--- src/rtl/cv32e40p_pkg.sv ---
// Shared types for the EX/WB pipeline register and its TMR helpers.
package cv32e40p_pkg;

    localparam int unsigned EX_WB_PAYLOAD_W = 40;
    localparam int unsigned TMR_COPIES      = 3;

    // Bit layout, LSB first: we[0], waddr[6:1], data_we[7], pc[39:8]
    typedef struct packed {
        logic [31:0] pc;
        logic        data_we;
        logic [5:0]  waddr;
        logic        we;
    } ex_wb_payload_t;

endpackage

--- src/rtl/cv32e40p_tmr_voter.sv ---
// Bitwise 2-of-3 majority voter with a copy-disagreement flag.
module cv32e40p_tmr_voter #(
    parameter int unsigned WIDTH = 8
) (
    input  logic [WIDTH-1:0] a_i,
    input  logic [WIDTH-1:0] b_i,
    input  logic [WIDTH-1:0] c_i,
    output logic [WIDTH-1:0] voted_o,
    output logic             mismatch_o
);

    // Majority per bit; any bit where a copy disagrees with the others raises mismatch.
    always_comb begin
        voted_o    = (a_i & b_i) | (a_i & c_i) | (b_i & c_i);
        mismatch_o = |((a_i ^ b_i) | (a_i ^ c_i));
    end

endmodule

--- src/rtl/cv32e40p_ex_wb_pipeline_tmr.sv ---
// EX/WB write-back control register held in three copies with majority vote,
// optional scrubbing, saturating mismatch counter and sticky fault flag.
module cv32e40p_ex_wb_pipeline_tmr
    import cv32e40p_pkg::*;
#(
    parameter int unsigned ERR_CNT_WIDTH = 8,
    parameter int unsigned ERR_THRESH    = 16,
    parameter bit          SCRUB_EN      = 1'b1
) (
    input  logic                        clk,
    input  logic                        rst_n,
    input  logic                        ex_valid_i,
    input  logic                        wb_ready_i,
    input  logic                        flush_i,
    input  logic                        regfile_we_ex_i,
    input  logic [5:0]                  regfile_waddr_ex_i,
    input  logic                        data_we_ex_i,
    input  logic [31:0]                 pc_ex_i,
    output logic                        regfile_we_wb_o,
    output logic [5:0]                  regfile_waddr_wb_o,
    output logic                        data_we_wb_o,
    output logic [31:0]                 pc_wb_o,
    output logic                        mismatch_o,
    output logic [ERR_CNT_WIDTH-1:0]    err_cnt_o,
    output logic                        fault_o,
    input  logic                        err_clr_i,
    input  logic                        inj_en_i,
    input  logic [1:0]                  inj_copy_i,
    input  logic [EX_WB_PAYLOAD_W-1:0]  inj_mask_i
);

    localparam logic [ERR_CNT_WIDTH-1:0] THRESH_C = ERR_CNT_WIDTH'(ERR_THRESH);

    ex_wb_payload_t                copy_q [TMR_COPIES];
    ex_wb_payload_t                copy_d [TMR_COPIES];
    logic [EX_WB_PAYLOAD_W-1:0]    voted;
    ex_wb_payload_t                voted_s;
    logic                          mismatch;
    logic [ERR_CNT_WIDTH-1:0]      err_cnt_q;
    logic [ERR_CNT_WIDTH-1:0]      err_cnt_d;
    logic                          fault_q;
    logic                          fault_d;

    cv32e40p_tmr_voter #(
        .WIDTH (EX_WB_PAYLOAD_W)
    ) u_voter (
        .a_i        (copy_q[0]),
        .b_i        (copy_q[1]),
        .c_i        (copy_q[2]),
        .voted_o    (voted),
        .mismatch_o (mismatch)
    );

    assign voted_s = voted;

    // Next value per copy: hold/scrub base, then flush > capture > consume, then injection.
    always_comb begin
        for (int i = 0; i < int'(TMR_COPIES); i++) begin
            copy_d[i] = SCRUB_EN ? voted_s : copy_q[i];
            if (flush_i) begin
                copy_d[i].we = 1'b0;
            end else if (ex_valid_i) begin
                copy_d[i].we = regfile_we_ex_i;
                if (regfile_we_ex_i) begin
                    copy_d[i].waddr   = regfile_waddr_ex_i;
                    copy_d[i].data_we = data_we_ex_i;
                    copy_d[i].pc      = pc_ex_i;
                end
            end else if (wb_ready_i) begin
                copy_d[i].we = 1'b0;
            end
            if (inj_en_i && (inj_copy_i == 2'(i))) begin
                copy_d[i] = copy_d[i] ^ inj_mask_i;
            end
        end
    end

    // Three payload copies.
    always_ff @(posedge clk or negedge rst_n) begin
        if (!rst_n) begin
            for (int i = 0; i < int'(TMR_COPIES); i++) begin
                copy_q[i] <= '0;
            end
        end else begin
            for (int i = 0; i < int'(TMR_COPIES); i++) begin
                copy_q[i] <= copy_d[i];
            end
        end
    end

    // Saturating mismatch-cycle counter and sticky threshold flag; clear has priority.
    always_comb begin
        err_cnt_d = err_cnt_q;
        fault_d   = fault_q;
        if (err_clr_i) begin
            err_cnt_d = '0;
            fault_d   = 1'b0;
        end else begin
            if (mismatch && !(&err_cnt_q)) begin
                err_cnt_d = err_cnt_q + 1'b1;
            end
            if (err_cnt_d >= THRESH_C) begin
                fault_d = 1'b1;
            end
        end
    end

    // Counter and fault flops.
    always_ff @(posedge clk or negedge rst_n) begin
        if (!rst_n) begin
            err_cnt_q <= '0;
            fault_q   <= 1'b0;
        end else begin
            err_cnt_q <= err_cnt_d;
            fault_q   <= fault_d;
        end
    end

    assign regfile_we_wb_o    = voted_s.we;
    assign regfile_waddr_wb_o = voted_s.waddr;
    assign data_we_wb_o       = voted_s.data_we;
    assign pc_wb_o            = voted_s.pc;
    assign mismatch_o         = mismatch;
    assign err_cnt_o          = err_cnt_q;
    assign fault_o            = fault_q;

endmodule

--- config.mk ---
export PLATFORM = sky130hd
export DESIGN_NAME = cv32e40p_ex_wb_pipeline_tmr
export DESIGN_NICKNAME = d
export VERILOG_FILES = /design/src/rtl/cv32e40p_pkg.sv /design/src/rtl/cv32e40p_tmr_voter.sv /design/src/rtl/cv32e40p_ex_wb_pipeline_tmr.sv
export SDC_FILE = /design/constraint.sdc
export NUM_CORES = 1
export LEC_CHECK = 0
export CAP_MARGIN = 10
export CORE_MARGIN = 4
export CORE_UTILIZATION = 29
export CTS_CLUSTER_DIAMETER = 80
export DETAILED_ROUTE_END_ITERATION = 16
export GPL_ROUTABILITY_DRIVEN = 1
export HOLD_SLACK_MARGIN = 0.12
export SLEW_MARGIN = 15
export SYNTH_ARGS = -nofsm -noshare
export SYNTH_HDL_FRONTEND = slang
export SYNTH_SLANG_ARGS = --single-unit
--- constraint.sdc ---
create_clock -name clk -period 2.6 [get_ports clk]
set_input_delay 0.39 -clock clk [delete_from_list [all_inputs] [get_ports clk]]
set_output_delay 0.39 -clock clk [all_outputs]
set_load 0.05 [all_outputs]
==> results.cfg <==
[outcome]
status = complete, but fails checks
violations = setup timing

[cts]
clk_pin_slew_ns = 0.06
clock-sinks = 129
htree_levels = 4
insertion_delay_ns = 0.41
cts_tree = built
cts.path.max_buffers = 2
root_buffer = clkbuf_16
cts_buffers = 17

[setup_path]
required_ns = 2.21
crit_path_end_kind = primary output
path_common_cell = buf_6
crit_fanout = 2
critPathLaunchType = register
cp_num_buf_inv = 2
cp_top_family = simple AND/OR/NAND/NOR gates
cp_slowest_cell = dfrtp_1
max_stage_delay_ns = 0.38
crit_chain = ha_1, nor4_1, nand4_1, nor3_4, buf_6, nand2_2, buf_6
arrival_ns = 2.30
critPathKind = register to primary output

[synth]
synthDistinctLibCells = 32
synth_fp_nets = 802
ys_warn_count = 0
synth_top_area_share_pct = 45.4
synthTopCellsByArea = dfrtp_1, xor2_1, ha_1
syn_avg_cell_area_um2 = 11.2
synth_commonest_cells = dfrtp_1, nand2_1, xor2_1
syn_inst = 632
async_flop_share_pct = 100
ys_seq_elements = 129
synth-main-ff-cell = dfrtp_1
yosysTopAreaCell = dfrtp_1
synth_area_mm2 = 0.00711
synth_edf_count = 0
synth_most_common_cell = dfrtp_1
seq_area_frac_synth_pct = 45.4

[placed_design]
dp_hpwl_um = 12600
io_buffers = 138
post-place-cells = 1089
gp_congestion = 0.793

[detailed_routing]
postRouteAntennaNets = 0
drt-initial-drc-count = 172
drt-total-wl_um = 17400
vias = 5095
vias_per_cell = 4.54
drc = 0
drt_pass1_iterations = 4
avgRoutedWirePerCell_um = 15.5

[timing]
fmax_mhz = 371
finalHoldViolCount = 0
setup_violations = 1
fin_crit_ns = 2.69
rsz0062_at_grt = true
timing.final.ws_setup_ns = -0.0936
slew_violations = 0
whs_ns = 0.508
worst_slew_pin_slew_ns = 0.492
relSlewSlack_pct = 66.3
post-route-period-util_pct = 104
fin_skew_ns = 0.00577

[pwr]
p_switching_mw = 4.24
power_frac_clock_pct = 21.4
power_switching_share_pct = 40.9
power_leakage_nw = 4.59
peakVddDrop_v = 0.000407
pwr-share-seq_pct = 30.7
p_comb_share_pct = 47.9
powerDensity_mw_per_mm2 = 1070
intPower_mw = 6.12

[die]
dieArea_mm2 = 0.0271
core_mm2 = 0.0242
die_w_um = 165
rows = 57
die_y_um = 165
initial_core_util_pct = 29.3
num_io_pins = 139

[global_routing]
antenna_found_initial = 0
grt.overflow.total = 0
grt_pass1_wl_um = 28000
grt_max_degree = 52
grt_pass1_vias = 5372
track_usage_pct = 13.4

[min_path]
hp-class = input pin to asynchronous set/reset pin

[cells_and_area]
nets = 956
drive_gt1_share_pct = 8.01
final_cells = 1123
areaGrowthSynthToFinish_pct = 35.8
antenna_cells = 0

[run]
maxCapViolations = 0
-- cells by family (layout without fill, tap and decap cells) --
family,after synthesis,in the layout,share of synthesized area [%]
and+or+nand+nor,177,177,10.9
DFF,129,129,45.4
xor gates and xnor gates,125,125,15.4
adders and majority gates,81,81,14.3
AOI/OAI and AO/OA,53,53,6.56
muxes,43,43,6.07
buffers and inverters,24,191,1.36
-- sequential cells by signal (all words and copies together) (netlist names) --
name       cells
copy_q       120
fault_o        1
err_cnt_o      8
-- per-layer routing --
metal	track usage (%)	up-vias	wire length, um	part of all wire (%)
met1	18.0	2468	8130	47
met3	3.29	11	767	4.4
met4	3.40	0	180	1.0
met5	0	-	0	0
met2	21.8	111	8280	48
li1	-	2505	-	-
-- stage by stage --
stage	worst slack (ns)	power, mW	instance area (um^2)	util [%]	setup TNS, ns
global placement	-0.137	8.04	9010	37.2	-0.202
global route	-0.278	11.1	9660	39.8	-0.421
floorplan	0.233	6.35	7110	-	0
finish	-0.0936	10.4	9660	39.8	-0.0936
detailed placement	-0.0546	8.08	9010	37.2	-0.0546
CTS	-0.159	10.5	9650	39.8	-0.159
-- cell type report --
type                       instances  area, um^2
inverter                           5        18.8
fill                            2371       14600
timing repair buffer             154        1590
multi-input combinational        479        3870
clock buffer                      22         464
sequential                       129        3230
tap                              324         405
clock inverter                    10        86.3
-- worst reg2reg max path, stage by stage, from the launching register on --
cell,delay (ns)
dfrtp_1,0.38
ha_1,0.29
nor4_1,0.36
nand4_1,0.22
nor3_4,0.31
buf_4,0.16
mux2_4,0.28
a2111o_1,0.41
o311ai_2,0.07
-- power by group through the flow --
| stage | clock network (mW) | registers (mW) | logic [mW] |
|---|---|---|---|
| 3_3_place_gp | 0 | 3.18 | 4.85 |
| 4_1_cts | 2.28 | 3.19 | 5.05 |
| 6_report | 2.22 | 3.18 | 4.96 |
| 3_5_place_dp | 0 | 3.22 | 4.86 |
| 2_1_floorplan | 0 | 3.14 | 3.22 |
| 5_1_grt | 2.38 | 3.28 | 5.45 |
-- placed cells by master (no fill, tap or decap), drive strengths merged, types with 2 or more instances in the layout --
cell,synthesis,layout
ha,81,81
clkdlybuf4s50,0,136
xor2,120,120
mux2i,42,42
buf,6,17
nand2,125,125
clkinvlp,0,3
nor3,4,4
inv,5,5
clkbuf,13,22
clkinv,0,6
and3,2,2
a21oi,2,2
a211oi,5,5
dfrtp,129,129
a211o,40,40
nand3,3,3
xnor2,5,5
nor4,20,20
nor3b,2,2
nand4,7,7
nor2,11,11
-- what timing repair did --
action,CTS,global route
setup endpoints to repair,2,3
pin swaps,7,2
hold buffers,1,0
cloned,0,0
hold endpoints to repair,48,0
buffers inserted,2,1
gates resized for setup,12,2
-- final timing paths --
kind / start / endpoint / slack, ns / cells past startpoint
worst max-delay path: copy_q[43]$_DFF_PN0_ / mismatch_o / -0.09 / 7
worst min-delay path: rst_n / copy_q[49]$_DFF_PN0_ / 0.51 / 2
worst max register to register: copy_q[43]$_DFF_PN0_ / fault_o$_DFFE_PN0P_ / 0.03 / 8
worst min register to register: err_cnt_o[1]$_DFF_PN0_ / err_cnt_o[1]$_DFF_PN0_ / 0.58 / 2
max in group asynchronous: rst_n / copy_q[82]$_DFF_PN0_ / 1.42 / 3
min in group clk: err_cnt_o[1]$_DFF_PN0_ / err_cnt_o[1]$_DFF_PN0_ / 0.58 / 2
(Power assumes the default switching activity.)
